$ cat src/rtl/ping_pong_bank_ctrl.sv
// Fill/drain sequencer for one two-bank ping-pong buffer: steers producer beats into the
// filling bank, drains the full bank slice by slice, and swaps roles on fill/drain completion.
module ping_pong_bank_ctrl #(
    parameter int ADDR_WIDTH    = 8,
    parameter int FILL_DEPTH    = 12,
    parameter int DRAIN_DEPTH   = 12,
    parameter int TOTAL_MODULES = 4,
    localparam int SLICE_W      = (TOTAL_MODULES > 1) ? $clog2(TOTAL_MODULES) : 1
) (
    input  logic                  clk,
    input  logic                  rst,
    input  logic                  in_valid,
    output logic                  in_ready,
    input  logic                  rd_req,
    output logic                  out_valid,
    output logic [SLICE_W-1:0]    slicing_idx,
    output logic                  rd_bank_sel,
    output logic                  bank0_ena,
    output logic                  bank1_ena,
    output logic                  bank0_wea,
    output logic                  bank1_wea,
    output logic [ADDR_WIDTH-1:0] bank0_addra,
    output logic [ADDR_WIDTH-1:0] bank1_addra,
    output logic [1:0]            full,
    output logic                  drain_done
);

    typedef enum logic [1:0] {
        R_IDLE  = 2'd0,
        R_DRAIN = 2'd1,
        R_FLUSH = 2'd2
    } rd_state_t;

    localparam logic [ADDR_WIDTH-1:0] ADDR_ONE    = ADDR_WIDTH'(1);
    localparam logic [ADDR_WIDTH-1:0] ADDR_ZERO   = ADDR_WIDTH'(0);
    localparam logic [ADDR_WIDTH-1:0] FILL_LAST   = ADDR_WIDTH'(FILL_DEPTH - 1);
    localparam logic [ADDR_WIDTH-1:0] DRAIN_LAST  = ADDR_WIDTH'(DRAIN_DEPTH - 1);
    localparam logic [SLICE_W-1:0]    SLICE_ONE   = SLICE_W'(1);
    localparam logic [SLICE_W-1:0]    SLICE_ZERO  = SLICE_W'(0);
    localparam logic [SLICE_W-1:0]    SLICE_LAST  = SLICE_W'(TOTAL_MODULES - 1);

    rd_state_t              state_r;
    rd_state_t              state_nxt_s;
    logic                   wr_bank_r;
    logic                   rd_bank_r;
    logic [1:0]             full_r;
    logic [1:0]             full_nxt_s;
    logic [ADDR_WIDTH-1:0]  wr_addr_r;
    logic [ADDR_WIDTH-1:0]  rd_addr_r;
    logic [SLICE_W-1:0]     slice_cnt_r;
    logic                   out_valid_r;
    logic [SLICE_W-1:0]     slicing_idx_r;
    logic                   rd_bank_sel_r;

    logic                   in_ready_s;
    logic                   wr_fire_s;
    logic                   wr_last_s;
    logic                   rd_fire_s;
    logic                   rd_addr_last_s;
    logic                   rd_last_s;
    logic                   flush_s;
    logic                   wr0_s;
    logic                   wr1_s;
    logic                   rd0_s;
    logic                   rd1_s;

    // Write-side handshake decode from registered state only
    always_comb begin
        in_ready_s     = ~full_r[wr_bank_r];
        wr_fire_s      = in_valid & in_ready_s;
        wr_last_s      = (wr_addr_r == FILL_LAST);
        rd_addr_last_s = (rd_addr_r == DRAIN_LAST);
        rd_last_s      = rd_addr_last_s & (slice_cnt_r == SLICE_LAST);
    end

    // Read FSM next-state and issue/flush strobes
    always_comb begin
        state_nxt_s = state_r;
        rd_fire_s   = 1'b0;
        flush_s     = 1'b0;
        case (state_r)
            R_IDLE: begin
                if (full_r[rd_bank_r]) begin
                    state_nxt_s = R_DRAIN;
                end else begin
                    state_nxt_s = R_IDLE;
                end
            end
            R_DRAIN: begin
                if (rd_req) begin
                    rd_fire_s = 1'b1;
                    if (rd_last_s) begin
                        state_nxt_s = R_FLUSH;
                    end else begin
                        state_nxt_s = R_DRAIN;
                    end
                end else begin
                    state_nxt_s = R_DRAIN;
                end
            end
            R_FLUSH: begin
                flush_s     = 1'b1;
                state_nxt_s = R_IDLE;
            end
            default: begin
                state_nxt_s = R_IDLE;
            end
        endcase
    end

    // Read FSM state register
    always_ff @(posedge clk) begin
        if (rst) begin
            state_r <= R_IDLE;
        end else begin
            state_r <= state_nxt_s;
        end
    end

    // Fill completion sets the write bank's flag while a flush clears the read bank's; both may land together
    always_comb begin
        full_nxt_s = (full_r | ((wr_fire_s & wr_last_s) ? {wr_bank_r, ~wr_bank_r} : 2'b00))
                   & ~(flush_s ? {rd_bank_r, ~rd_bank_r} : 2'b00);
    end

    // Full flags
    always_ff @(posedge clk) begin
        if (rst) begin
            full_r <= 2'b00;
        end else begin
            full_r <= full_nxt_s;
        end
    end

    // Write address and bank pointer
    always_ff @(posedge clk) begin
        if (rst) begin
            wr_addr_r <= ADDR_ZERO;
            wr_bank_r <= 1'b0;
        end else if (wr_fire_s) begin
            if (wr_last_s) begin
                wr_addr_r <= ADDR_ZERO;
                wr_bank_r <= ~wr_bank_r;
            end else begin
                wr_addr_r <= wr_addr_r + ADDR_ONE;
            end
        end
    end

    // Drain counters: slice is the outer loop, address the inner
    always_ff @(posedge clk) begin
        if (rst) begin
            rd_addr_r   <= ADDR_ZERO;
            slice_cnt_r <= SLICE_ZERO;
            rd_bank_r   <= 1'b0;
        end else if (flush_s) begin
            rd_addr_r   <= ADDR_ZERO;
            slice_cnt_r <= SLICE_ZERO;
            rd_bank_r   <= ~rd_bank_r;
        end else if (rd_fire_s) begin
            if (rd_addr_last_s) begin
                rd_addr_r   <= ADDR_ZERO;
                slice_cnt_r <= rd_last_s ? SLICE_ZERO : (slice_cnt_r + SLICE_ONE);
            end else begin
                rd_addr_r   <= rd_addr_r + ADDR_ONE;
            end
        end
    end

    // One-cycle delay matching the BRAM read latency
    always_ff @(posedge clk) begin
        if (rst) begin
            out_valid_r   <= 1'b0;
            slicing_idx_r <= SLICE_ZERO;
            rd_bank_sel_r <= 1'b0;
        end else begin
            out_valid_r   <= rd_fire_s;
            slicing_idx_r <= slice_cnt_r;
            rd_bank_sel_r <= rd_bank_r;
        end
    end

    // Port-A steering; a bank is never written and read in the same cycle
    always_comb begin
        wr0_s       = wr_fire_s & ~wr_bank_r;
        wr1_s       = wr_fire_s &  wr_bank_r;
        rd0_s       = rd_fire_s & ~rd_bank_r;
        rd1_s       = rd_fire_s &  rd_bank_r;
        bank0_ena   = wr0_s | rd0_s;
        bank1_ena   = wr1_s | rd1_s;
        bank0_wea   = wr0_s;
        bank1_wea   = wr1_s;
        bank0_addra = wr0_s ? wr_addr_r : (rd0_s ? rd_addr_r : ADDR_ZERO);
        bank1_addra = wr1_s ? wr_addr_r : (rd1_s ? rd_addr_r : ADDR_ZERO);
    end

    // Output port drive
    always_comb begin
        in_ready    = in_ready_s;
        full        = full_r;
        drain_done  = flush_s;
        out_valid   = out_valid_r;
        slicing_idx = slicing_idx_r;
        rd_bank_sel = rd_bank_sel_r;
    end

endmodule

$ cat config.mk
export PLATFORM = sky130hd
export DESIGN_NAME = ping_pong_bank_ctrl
export DESIGN_NICKNAME = d
export VERILOG_FILES = /design/src/rtl/ping_pong_bank_ctrl.sv
export SDC_FILE = /design/constraint.sdc
export NUM_CORES = 1
export LEC_CHECK = 0
export BUFFER_PORTS_ARGS = -buffer_cell sky130_fd_sc_hd__buf_2
export CAP_MARGIN = 20
export CORE_MARGIN = 2
export CORE_UTILIZATION = 42
export CTS_CLUSTER_SIZE = 40
export DETAILED_ROUTE_END_ITERATION = 7
export PLACE_DENSITY = 0.74
export SETUP_SLACK_MARGIN = 0.5
export SLEW_MARGIN = 0
export SYNTH_ARGS = -nofsm -noshare
export SYNTH_HDL_FRONTEND = slang
export SYNTH_SLANG_ARGS = --single-unit
$ cat constraint.sdc
create_clock -name clk -period 3 [get_ports clk]
set_input_delay 0.6 -clock clk [delete_from_list [all_inputs] [get_ports clk]]
set_output_delay 0.6 -clock clk [all_outputs]
set_load 0.02 [all_outputs]
# After elaboration in Yosys (flattened, before gate mapping)
# Index checks and enable logic that the tools add are counted.
[word_totals]
inputBits = 4
reg_bits = 28
out_inout_bits = 28
[classes]
eq_ne = 5
n_bitwise = 15
n_addsub = 3
n_lt_le_gt_ge = 2
reduce_logical = 4
mux = 20
[op_table]
columns = ["operator", "n"]
rows = [
  ["$mux 8", 6],
  ["$add 8x1->8 const B", 2],
  ["$eq 8x4->1 const B", 2],
  ["$mux 2", 5],
  ["$mux 1", 8],
  ["$and 1x1->1", 7],
  ["$eq 2x2->1 const B", 2],
  ["$lt 1x2->1 const B", 2],
  ["$pmux 2 s2", 1],
  ["$reduce_and 2->1", 2],
  ["$not 1->1", 3],
  ["$add 2x1->2 const B", 1],
  ["$and 2x2->2", 1],
  ["$eq 2x1->1 const B", 1],
  ["$logic_not 2->1", 1],
  ["$not 2->2", 1],
  ["$or 1x1->1", 2],
  ["$or 2x2->2", 1],
  ["$reduce_or 2->1", 1],
]

# Depth between registers and ports, before layout
# Gate-level depths: netlist of the first run.
[logic_depth]
ltp_word = 8
ltp_mapped = 6
ltp_nobuf = 5

# Worst setup path before layout of the first run
# No wires, ideal clock.
[synth_timing]
path_type = "input to output"
startpoint = "in in_valid"
endpoint = "out bank1_addra[0]"
setup_slack_ns = 0.685
t_arrival_ns = 1.715
required_ns = 2.400
stages = 5
path_cell_list = "buf_2 nand3b_1 inv_2 a21oi_2 a21oi_1"
[synth_via]
elab_chain_len = 3
[synth_rtl]
columns = ["element", "line_no", "text"]
rows = [
  ["start, declared", "12", "input logic in_valid,"],
  ["$and 1x1->1", "70", "wr_fire_s = in_valid & in_ready_s;"],
  ["$and 1x1->1", "186", "wr1_s = wr_fire_s & wr_bank_r;"],
  ["named net bank1_wea", "21", "output logic bank1_wea,"],
  ["$mux 8", "194", "bank1_addra = wr1_s ? wr_addr_r : (rd1_s ? rd_addr_r : ADDR_ZERO);"],
  ["end, declared", "23", "output logic [ADDR_WIDTH-1:0] bank1_addra,"],
]
# The timed path passes the listed nets, and every way through them passes these cells.

# Final worst setup path of the first run
[layout_timing]
startpoint = "reg wr_bank_r"
endpoint = "out bank1_addra[2]"
[layout_via]
elab_chain_len = 6
[layout_rtl]
columns = ["element", "line_no", "text"]
rows = [
  ["start, declared", "44", "logic wr_bank_r;"],
  ["start signal, assigned", "143", "wr_bank_r <= ~wr_bank_r;"],
  ["$mux 1 (implied by the code) (2 in series)", "69", "in_ready_s = ~full_r[wr_bank_r];"],
  ["$not 1->1", "69", ""],
  ["$and 1x1->1", "70", ""],
  ["$and 1x1->1 (*)", "186", ""],
  ["$mux 8 (*)", "194", ""],
]
# Mark *: on every way between the ends. The rest lies on a longest branch, timed or not. The select of a mux whose other input is x is not followed.

==> metrics.md, run 1 <==
| Metric | Value |
|---|---|
| Synthesized cell area | `0.00148 mm2` |
| Gate Count Post-Synth | `193` |
| ANT cells | `0` |
| Hold depth | `1` |
| Vias in the first global route | `1,263` |
| Worst Setup Slack, final | `0.665 ns` |
| Share of layout cells above drive strength 1 | `20.8%` |
| R2r endpoint | `wr_addr_r[3]$_SDFFE_PP0N_` |
| Sw frac | `20.4%` |
| DRC | `0` |
| # rows | `21` |
| Reg-to-reg setup timing slack | `1.29 ns` |
| Clock power frac | `37.2%` |
| Die Ht | `63.3 um` |
| Multi-input combinational cell area | `860 um2` |
| Clock Latency Late Sink | `0.32 ns` |
| DP Wirelength | `2370 um` |
| Antenna Nets Post-Route | `0` |
| Core area | `0.00336 mm2` |
| Flop pwr share | `58.2%` |
| Die area | `0.00401 mm2` |
| EDFF count, synth | `0` |
| Fin cells | `267` |
| GRT overflow | `0` |
| Slew HR | `71.3%` |
| Peak supply drop | `0.186 mV` |
| Via total after detailed routing | `1,368` |
| Synth warn | `0` |
| Final WL | `3170 um` |
| Reg-to-reg startpoint | `wr_bank_r$_SDFFE_PP0N_` |
| Setup crit start kind | `flop` |
| Layout overhead on the synthesized area | `15.9%` |
| Placed insts | `262` |
| Input/output buffers | `31` |
| R2R depth | `4` |
| Synth area leader | `dfxtp_1` |
| Hold crit path type | `reg -> reg` |
| Fraction of registers with async set/reset | `0%` |
| Worst-case hold path end point | `state_r[0]$_SDFF_PP0_` |
| First-pass GRT wire length | `5460 um` |
| Crit Path Class | `reg -> out` |
| Root buffer cell | `clkbuf_4` |
| Synth Register Bits | `28` |
| Hold_buf cts | `0` |
| Final Skew | `0.00256 ns` |
| Netlist cell types | `37` |
| Initial antenna violation count | `0` |
| Leak | `0.688 nW` |
| Worst-margin pin slew | `0.430 ns` |
| Critical Path Fanout Max | `10` |
| Max-Cap Viols | `0` |
| Syn nets | `200` |
| Detail-routed via count per cell | `5.12` |
| Min-delay src | `state_r[1]$_SDFF_PP0_` |
| Post-synthesis sequential area ratio | `38.0%` |
| Setup TNS | `0 ns` |
| Placer congestion estimate | `0.906` |
| Worst-path clk slew | `0.14 ns` |
| Final setup fails | `0` |
| Combinational share of power | `4.6%` |
| Count leader, synth | `nand2_1` |
| Synth cell count leaders | `nand2_1 (44), dfxtp_1 (28), nor2_1 (22), a21oi_1 (20), xor2_1 (8)` |
| Status | `finished, final reports clean` |
| Sw power | `0.133 mW` |
| Top_reg_cell synth | `dfxtp_1` |
| Critical Path AT | `1.73 ns` |
| Pin count of the biggest net entering global routing | `17` |
| CTS tree | `done` |
| Fin area | `0.00171 mm2` |
| Fillers | `371` |
| Min Tclk post-route | `2.33 ns` |
| Post-DP Area | `0.00164 mm2` |
| Pins Over Slew Limit | `0` |
| Drt first pass iters | `4` |
| # IOs | `32` |
| Initial Utilization | `43.9%` |
| Sink Count | `28` |
| Pre-CTS WS | `0.502 ns` |
| Critical path required time | `2.40 ns` |
| Nets | `229` |
| Fin crit share | `77.8%` |
| RSZ-0062 raised after global routing | `false` |
| Drt wl/cell | `11.9 um` |
| Iter 0 DRT Violations | `68` |
| CP endpoint kind | `output port` |
| Mean post-synth cell area | `7.65 um2` |
| Reg area | `561 um2` |
| Post-synth top area share | `38.0%` |
| Internal power | `0.519 mW` |
| Final hold vios | `0` |
| Pwr dens | `381 mW/mm2` |
| Clk buf depth | `2` |
| Hold_ws | `0.499 ns` |
| FMAX | `428 MHz` |
| Most area-consuming cells after synthesis | `dfxtp_1 (38%), nand2_1 (11%), a21oi_1 (6.8%)` |
| Die Wd | `63.3 um` |
| H-Tree Depth | `1` |
| Overall routing resource usage | `16.7%` |
| Total CTS buffers | `3` |
sequential cells by signal (all words and copies together) (netlist names):
register     cells
wr_addr_r        8
rd_bank_sel      1
full             2
state_r          2
rd_bank_r        1
out_valid        1
rd_addr_r        8
wr_bank_r        1
slicing_idx      2
slice_cnt_r      2
how the worst max path moves through the flow:
stage / startpoint / end / slack (ns) / cells after the start
2_1_floorplan: in_valid / bank1_addra[0] / 0.69 / 5
3_3_place_gp: in_valid / bank1_addra[2] / 0.51 / 6
3_5_place_dp: in_valid / bank1_addra[2] / 0.50 / 6
4_1_cts: wr_bank_r$_SDFFE_PP0N_ / bank0_addra[1] / 0.57 / 6
5_1_grt: wr_bank_r$_SDFFE_PP0N_ / bank0_addra[0] / 0.56 / 6
6_report: wr_bank_r$_SDFFE_PP0N_ / bank1_addra[2] / 0.67 / 5
cells in the final DEF (no fill, tap or decap), types with 3 or more instances in the layout:
master	Yosys	routed
dfxtp_1	28	28
ha_1	3	3
a21oi_1	20	20
nor2_1	22	21
nor2b_1	6	6
nand3_1	6	6
nand4_1	5	5
xnor2_1	7	7
clkbuf_4	0	3
xor2_1	8	8
inv_1	3	3
buf_2	2	31
nor3_1	6	6
nand2_1	44	44
cells by family (layout without fill, tap and decap cells):
family,count (synthesis),after routing,synth area share [%]
simple gates,105,105,33.6
flops,28,28,38.0
compound gates,26,26,9.75
xor+xnor,15,15,8.90
buf+inv,13,41,4.32
fa+ha+maj,3,3,2.54
mux,3,3,2.97
worst max-delay path, stage by stage (launching register included):
cell      delay [ns]
dfxtp_1         0.51
nand3b_1        0.18
inv_2           0.19
a21oi_2         0.11
a21oi_1         0.22
buf_2           0.20
power by group through the flow:
| stage | logic (mW) | registers, mW | clock network (mW) |
|---|---|---|---|
| finish | 0.0302 | 0.379 | 0.242 |
| global route | 0.0338 | 0.380 | 0.266 |
| CTS | 0.0296 | 0.379 | 0.253 |
| detailed placement | 0.0292 | 0.387 | 0 |
| global placement | 0.0292 | 0.387 | 0 |
| floorplan | 0.0216 | 0.386 | 0 |
per-layer routing:
layer / share of wire, % / GRT usage (%) / up-vias
met4: 0.98 / 5.71 / 0
met1: 52 / 24.4 / 609
met5: 0 / 0 / -
met3: 7.2 / 2.68 / 4
li1: - / - / 702
met2: 39 / 25.0 / 53
stage by stage:
stage	total power, mW	util [%]
floorplan	0.407	-
detailed placement	0.416	48.9
global route	0.680	50.9
finish	0.651	50.9
CTS	0.661	50.7
global placement	0.416	48.9
area by class of cell:
type | count | share of cell area [%]
Tap cell | 46 | 3.36
Inverter | 5 | 1.10
Clock buffer | 3 | 1.32
Clock inverter | 1 | 1.75
Multi-Input combinational cell | 152 | 50.2
Timing Repair Buffer | 32 | 9.50
Sequential cell | 28 | 32.7
what timing repair did:
action / in CTS / in global routing
gates resized for setup: 1 / 1
setup endpoints to repair: 18 / 9
cloned: 0 / 0
pin swaps: 1 / 0
buffers inserted: 1 / 0
Power figures use the tool's default switching activity.
==> inputs of run 2 (changes only) <==
--- a/config.mk
+++ b/config.mk
@@ -11,7 +11,7 @@
 export CORE_UTILIZATION = 42
 export CTS_CLUSTER_SIZE = 40
 export DETAILED_ROUTE_END_ITERATION = 7
-export PLACE_DENSITY = 0.74
+export PLACE_DENSITY = 0.77
 export SETUP_SLACK_MARGIN = 0.5
 export SLEW_MARGIN = 0
 export SYNTH_ARGS = -nofsm -noshare
==> constraint.sdc (replaced) <==
create_clock -name clk -period 2 [get_ports clk]
set_input_delay 0.4 -clock clk [delete_from_list [all_inputs] [get_ports clk]]
set_output_delay 0.4 -clock clk [all_outputs]
set_load 0.02 [all_outputs]
==> run 2 against run 1 <==
Effect of this change:
- global-route usage grew 4.2 points
- final cell count grew 8.2%
- clock power grew 58%
- critical path depth grew 1
- count of clock-buffer cells in the layout is the same
- setup slack lost 0.63 ns
- register-to-register slack lost 0.91 ns
- non-clock buffer count grew 21
- die area is the same
- sequential cell count is the same
- clock skew grew 0.0046 ns
- largest cell class unchanged
==> metrics.md, run 2 (same netlist as run 1, synthesis figures left out) <==
| Metric | Value |
|---|---|
| Final hold vios | `0 (unchanged)` |
| # IOs | `32 (unchanged)` |
| Combinational share of power | `7.8% (was 4.6%)` |
| Final setup fails | `0 (unchanged)` |
| RSZ-0062 raised after global routing | `true (was false)` |
| Final Skew | `0.00711 ns (was 0.00256 ns)` |
| Initial Utilization | `43.9% (unchanged)` |
| Detail-routed via count per cell | `5.25 (was 5.12)` |
| Share of layout cells above drive strength 1 | `45.7% (was 20.8%)` |
| Sink Count | `28 (unchanged)` |
| Max-Cap Viols | `0 (unchanged)` |
| Worst-case hold path end point | `wr_addr_r[4]$_SDFFE_PP0N_ (was state_r[0]$_SDFF_PP0_)` |
| Placer congestion estimate | `0.875 (was 0.906)` |
| Flop pwr share | `54.9% (was 58.2%)` |
| Peak supply drop | `0.336 mV (was 0.186 mV)` |
| Placed insts | `267 (was 262)` |
| CP peak stage delay | `0.37 ns (was 0.51 ns)` |
| Min-delay src | `rst (was state_r[1]$_SDFF_PP0_)` |
| Internal power | `0.791 mW (was 0.519 mW)` |
| WP buf/inv | `3 (was 2)` |
| CP startpoint | `full[1]$_SDFF_PP0_ (was wr_bank_r$_SDFFE_PP0N_)` |
| Pin count of the biggest net entering global routing | `17 (unchanged)` |
| Hold crit path type | `in -> reg (was reg -> reg)` |
| Fin crit share | `98.1%` |
| Critical path required time | `1.60 ns (was 2.40 ns)` |
| DRC | `0 (unchanged)` |
| Die Ht | `63.3 um (unchanged)` |
| Critical Path Fanout Max | `6 (was 10)` |
| Total CTS buffers | `3 (unchanged)` |
| Clock Latency Late Sink | `0.35 ns (was 0.32 ns)` |
| Layout overhead on the synthesized area | `55.5% (was 15.9%)` |
| Nets | `251 (was 229)` |
| Clk buf depth | `2 (unchanged)` |
| R2r endpoint | `wr_addr_r[7]$_SDFFE_PP0N_ (was wr_addr_r[3]$_SDFFE_PP0N_)` |
| CP cell instances | `nand3b_1 -> inv_4 -> buf_12 -> nand2_2 -> a21oi_2 -> buf_4 (was nand3b_1 -> inv_2 -> a21oi_2 -> a21oi_1 -> buf_2)` |
| Highest-count cells in the layout ignoring fill and taps | `nand2_1 (42), buf_6 (22), dfxtp_1 (20) (was nand2_1 (44), buf_2 (31), dfxtp_1 (28))` |
| Sw power | `0.235 mW (was 0.133 mW)` |
| # rows | `21 (unchanged)` |
| Pwr dens | `447 mW/mm2 (was 381 mW/mm2)` |
| DP Wirelength | `2620 um (was 2370 um)` |
| Core area | `0.00336 mm2 (unchanged)` |
| Hold_ws | `0.367 ns (was 0.499 ns)` |
| Min Tclk post-route | `1.96 ns` |
| Reg-to-reg setup timing slack | `0.38 ns (was 1.29 ns)` |
| Via total after detailed routing | `1,516 (was 1,368)` |
| Tot Pwr | `1.03 mW (was 0.651 mW)` |
| First-pass GRT wire length | `6700 um (was 5460 um)` |
| Hold depth | `2 (was 1)` |
| Worst-path clk slew | `0.16 ns (was 0.14 ns)` |
| CP endpoint kind | `output port (unchanged)` |
| CTS tree | `done (unchanged)` |
| Critical Path AT | `1.56 ns (was 1.73 ns)` |
| Leak | `0.858 nW (was 0.688 nW)` |
| Worst-margin pin slew | `0.390 ns (was 0.430 ns)` |
| Die Wd | `63.3 um (unchanged)` |
| Sw frac | `22.9% (was 20.4%)` |
| ANT cells | `0 (unchanged)` |
| Setup TNS | `0 ns (unchanged)` |
| R2R depth | `7 (was 4)` |
| Slew HR | `73.8% (was 71.3%)` |
| Vias in the first global route | `1,392 (was 1,263)` |
| Setup crit start kind | `flop (unchanged)` |
| H-Tree Depth | `1 (unchanged)` |
| Fin cells | `289 (was 267)` |
| Crit Path Class | `reg -> out (unchanged)` |
| Pre-CTS WS | `0.191 ns (was 0.502 ns)` |
| Overall routing resource usage | `21.0% (was 16.7%)` |
| Iter 0 DRT Violations | `68 (unchanged)` |
| Antenna Nets Post-Route | `0 (unchanged)` |
| GRT overflow | `0 (unchanged)` |
| Biggest regs | `rd_addr_r: 8 flops, wr_addr_r: 8 flops (unchanged)` |
| Final WL | `4250 um (was 3170 um)` |
| Reg-to-reg startpoint | `wr_bank_r$_SDFFE_PP0N_ (unchanged)` |
| Worst Setup Slack, final | `0.0371 ns (was 0.665 ns)` |
| Pins Over Slew Limit | `0 (unchanged)` |
| Root buffer cell | `clkbuf_4 (unchanged)` |
| Hold_buf cts | `0 (unchanged)` |
| Clock power frac | `37.3% (was 37.2%)` |
| Input/output buffers | `31 (unchanged)` |
| Status | `finished, final reports clean (unchanged)` |
| Crit path max-delay cell type | `dfxtp_4 (was dfxtp_1)` |
| FMAX | `509 MHz` |
| Die area | `0.00401 mm2 (unchanged)` |
| Drt first pass iters | `4 (unchanged)` |
| Initial antenna violation count | `0 (unchanged)` |
| Drt wl/cell | `14.7 um (was 11.9 um)` |
| Most common cell after layout, fill and taps aside | `nand2_1 (unchanged)` |
| Top delay family on crit path | `buffers and inverters (was flip-flops)` |
## run 2: cell types whose count changed in the layout (fill, tap and decap cells not counted), moves of 8 or more
cell	delta
a21oi_2	+11
a21oi_4	+8
a21oi_1	-19
buf_2	-22
buf_6	+22
buf_4	+18
dfxtp_1	-8
## run 2: how the worst max path moves through the flow
stage | to | slack, ns | depth (start not counted)
floorplan | bank1_addra[0] | 0.26 | 5
finish | bank1_addra[4] | 0.04 | 6
CTS | bank0_addra[2] | 0.08 | 6
global placement | bank0_ena | 0.21 | 6
detailed placement | bank0_addra[7] | 0.19 | 6
global route | bank1_addra[6] | -0.03 | 6
## run 2: final cells by class
type                       count  area (um2)
timing repair buffer          53         495
inverter                       5        28.8
tap                           46        57.6
timing repair inverter         1        6.26
clock buffer                   3        22.5
fill                         281        1070
multi-input combinational    152        1070
clock inverter                 1        30.0
sequential                    28         581
## run 2: power groups by stage
stage          registers, mW  clock network [mW]  logic, mW
2_1_floorplan          0.578                   0     0.0425
4_1_cts                0.563               0.384     0.0717
5_1_grt                0.564               0.412     0.0864
6_report               0.563               0.382     0.0806
3_5_place_dp           0.580                   0     0.0560
3_3_place_gp           0.580                   0     0.0547
## run 2: worst reg2reg max path: stages, from the launching register on
cell	delay, ns
dfxtp_4	0.41
buf_6	0.12
mux2i_4	0.24
buf_6	0.12
buf_6	0.10
nand4_1	0.11
or3_1	0.34
a21oi_2	0.13
## run 2: timing repair
item                                    CTS  global route
cloned                                    1             0
buffers inserted                         15             2
pin swaps                                 3            14
endpoints found under the setup margin   40            40
gates resized for setup                  55            27
## run 2: metrics by stage
| stage | cell area [um2] | utilization, % |
|---|---|---|
| CTS | 2180 | 64.8 |
| global placement | 1800 | 53.6 |
| floorplan | 1610 | - |
| finish | 2300 | 68.3 |
| global route | 2300 | 68.3 |
| detailed placement | 1800 | 53.6 |
## run 2: layer usage
metal	vias up	share of wire, %	global-route usage (%)
met4	0	1.8	8.15
met2	62	49	35.9
met5	-	0	0
met3	7	4.7	2.14
li1	748	-	-
met1	699	44	27.1
==> inputs of run 3 (changes only) <==
==> constraint.sdc (replaced) <==
create_clock -name clk -period 2 [get_ports clk]
set_input_delay 0.4 -clock clk [delete_from_list [all_inputs] [get_ports clk]]
set_output_delay 0.4 -clock clk [all_outputs]
set_load 0.1 [all_outputs]
==> run 3 against run 2 <==
Effect of this change:
- cell area increased by 17%
- wire length increased by 24%
- global-route usage increased by 1.8 points
- count of clock-buffer cells in the layout increased by 1
- clock skew decreased by 0.0020 ns
- critical path depth unchanged
- setup slack got worse by 0.18 ns
- register-to-register slack about the same
- first-iteration DRC count increased by 49%
- the flow now finishes with violations (negative setup slack)
- final cell count increased by 1.7%
- sequential share of layout area decreased by 3.3 points
- non-clock buffer count increased by 5
==> metrics.md, run 3 (same netlist as run 1, synthesis figures left out) <==
| Metric | Value |
|---|---|
| Worst Setup Slack, final | `-0.141 ns (was 0.0371 ns)` |
| Slew HR | `75.6% (was 73.8%)` |
| Biggest regs | `rd_addr_r: 8 flops, wr_addr_r: 8 flops (unchanged)` |
| Tot Pwr | `1.01 mW (was 1.03 mW)` |
| Layout overhead on the synthesized area | `81.5% (was 55.5%)` |
| Hold_ws | `0.383 ns (was 0.367 ns)` |
| ANT cells | `0 (unchanged)` |
| Die area | `0.00401 mm2 (unchanged)` |
| Final hold vios | `0 (unchanged)` |
| Reg-to-reg setup timing slack | `0.38 ns (about the same)` |
| Initial Utilization | `43.9% (unchanged)` |
| Crit Path Class | `reg -> out (unchanged)` |
| RSZ-0062 raised after global routing | `true (unchanged)` |
| H-Tree Depth | `1 (unchanged)` |
| Final Skew | `0.00511 ns (was 0.00711 ns)` |
| Most common cell after layout, fill and taps aside | `nand2_1 (unchanged)` |
| Worst-case hold path end point | `wr_bank_r$_SDFFE_PP0N_ (was wr_addr_r[4]$_SDFFE_PP0N_)` |
| Total CTS buffers | `3 (unchanged)` |
| Fin crit share | `107% (was 98.1%)` |
| Critical Path Fanout Max | `8 (was 6)` |
| Min Tclk post-route | `2.14 ns (was 1.96 ns)` |
| Min-delay src | `rst (unchanged)` |
| Highest-count cells in the layout ignoring fill and taps | `nand2_1 (43), buf_12 (26), dfxtp_1 (20) (was nand2_1 (42), buf_6 (22), dfxtp_1 (20))` |
| Hold depth | `2 (unchanged)` |
| Detail-routed via count per cell | `5.51 (was 5.25)` |
| Iter 0 DRT Violations | `101 (was 68)` |
| Root buffer cell | `clkbuf_4 (unchanged)` |
| Pins Over Slew Limit | `0 (unchanged)` |
| Fillers | `216 (was 281)` |
| Placer congestion estimate | `0.880 (was 0.875)` |
| Peak supply drop | `0.243 mV (was 0.336 mV)` |
| Pwr dens | `377 mW/mm2 (was 447 mW/mm2)` |
| Sink Count | `28 (unchanged)` |
| Hold crit path type | `in -> reg (unchanged)` |
| GRT overflow | `0 (unchanged)` |
| Nets | `256 (was 251)` |
| FMAX | `467 MHz (was 509 MHz)` |
| Final setup fails | `17 (was 0)` |
| CP endpoint kind | `output port (unchanged)` |
| Placed insts | `270 (was 267)` |
| Overall routing resource usage | `22.8% (was 21.0%)` |
| Pre-CTS WS | `0.113 ns (was 0.191 ns)` |
| Clock Latency Late Sink | `0.34 ns (was 0.35 ns)` |
| # rows | `21 (unchanged)` |
| Max-Cap Viols | `0 (unchanged)` |
| Vias in the first global route | `1,529 (was 1,392)` |
| Share of layout cells above drive strength 1 | `46.8% (was 45.7%)` |
| Drt first pass iters | `4 (unchanged)` |
| Failing checks | `negative setup slack` |
| CTS tree | `done (unchanged)` |
| Core area | `0.00336 mm2 (unchanged)` |
| R2r endpoint | `wr_addr_r[7]$_SDFFE_PP0N_ (unchanged)` |
| Status | `complete, but fails checks (was finished, final reports clean)` |
| Die Ht | `63.3 um (unchanged)` |
| First-pass GRT wire length | `7290 um (was 6700 um)` |
| Final WL | `5260 um (was 4250 um)` |
| Drt wl/cell | `17.9 um (was 14.7 um)` |
| Worst-path clk slew | `0.16 ns (about the same)` |
| Antenna Nets Post-Route | `0 (unchanged)` |
| Final Util | `79.7% (was 68.3%)` |
| Leak | `0.919 nW (was 0.858 nW)` |
| Input/output buffers | `31 (unchanged)` |
| Die Wd | `63.3 um (unchanged)` |
| DRC | `0 (unchanged)` |
| Critical path required time | `1.60 ns (about the same)` |
| DP Wirelength | `2810 um (was 2620 um)` |
| # IOs | `32 (unchanged)` |
| R2R depth | `7 (unchanged)` |
| Initial antenna violation count | `0 (unchanged)` |
| Critical Path AT | `1.74 ns (was 1.56 ns)` |
| Reg-to-reg startpoint | `wr_bank_r$_SDFFE_PP0N_ (unchanged)` |
| Clk buf depth | `2 (unchanged)` |
| Setup crit start kind | `flop (unchanged)` |
| Fin cells | `294 (was 289)` |
| Via total after detailed routing | `1,619 (was 1,516)` |
| Pin count of the biggest net entering global routing | `17 (unchanged)` |
| Worst-margin pin slew | `0.362 ns (was 0.390 ns)` |
[run 3: cell types whose count changed in the layout (fill, tap and decap cells not counted), sizes merged]
cell,change
clkinvlp,+2
clkbuf,+6
clkinv,+1
inv,-3
bufinv,-1
[run 3: where the power goes]
part,internal [mW],total (mW),switching (mW)
clock,0.153,0.328,0.175
sequential,0.553,0.560,0.00726
combinational,0.0449,0.122,0.0771
[run 3: worst max path at each step]
stage                                  start             end  cells past startpoint
after detailed placement              rd_req  bank0_addra[3]                      7
after floorplan           full[1]$_SDFF_PP0_       bank1_ena                      4
after global placement                rd_req  bank0_addra[1]                      7
after CTS                 full[1]$_SDFF_PP0_  bank1_addra[1]                      6
after global routing      full[1]$_SDFF_PP0_  bank1_addra[1]                      6
final                     full[1]$_SDFF_PP0_  bank1_addra[1]                      6
[run 3: worst max-delay path, cell delays in order (launching register included)]
cell,delay [ns]
dfxtp_4,0.37
nand3b_1,0.30
clkinv_4,0.16
a21oi_4,0.05
buf_12,0.16
a21oi_4,0.15
buf_12,0.19
[run 3: routing by layer]
metal | GRT usage (%) | vias to the layer above | wire [um]
li1 | - | 755 | -
met5 | 0 | - | 0
met4 | 8.97 | 0 | 170
met2 | 39.4 | 56 | 2660
met1 | 28.8 | 790 | 2200
met3 | 2.86 | 18 | 227
[run 3: final cells by class]
cell class                 instances  area, um2  share of cell area (%)
sequential                        28        588                    21.9
timing repair inverter             1       3.75                   0.140
tap                               46       57.6                    2.15
timing repair buffer              58        800                    29.8
multi-input combinational        152       1140                    42.5
inverter                           5       43.8                    1.63
clock buffer                       4       47.5                    1.77
[run 3: stage by stage]
step | TNS (ns) | area (um2)
3_5_place_dp | 0 | 2260
6_report | -1.56 | 2680
5_1_grt | -2.39 | 2680
4_1_cts | -0.704 | 2510
3_3_place_gp | 0 | 2260
2_1_floorplan | -3.58 | 1730
[run 3: timing repair]
action | in CTS | in global routing
hold buffers | 0 | 0
pin swaps | 4 | 11
cloned | 1 | 0
gates resized for setup | 32 | 33
setup endpoints to repair | 43 | 46
setup buffers | 13 | 6
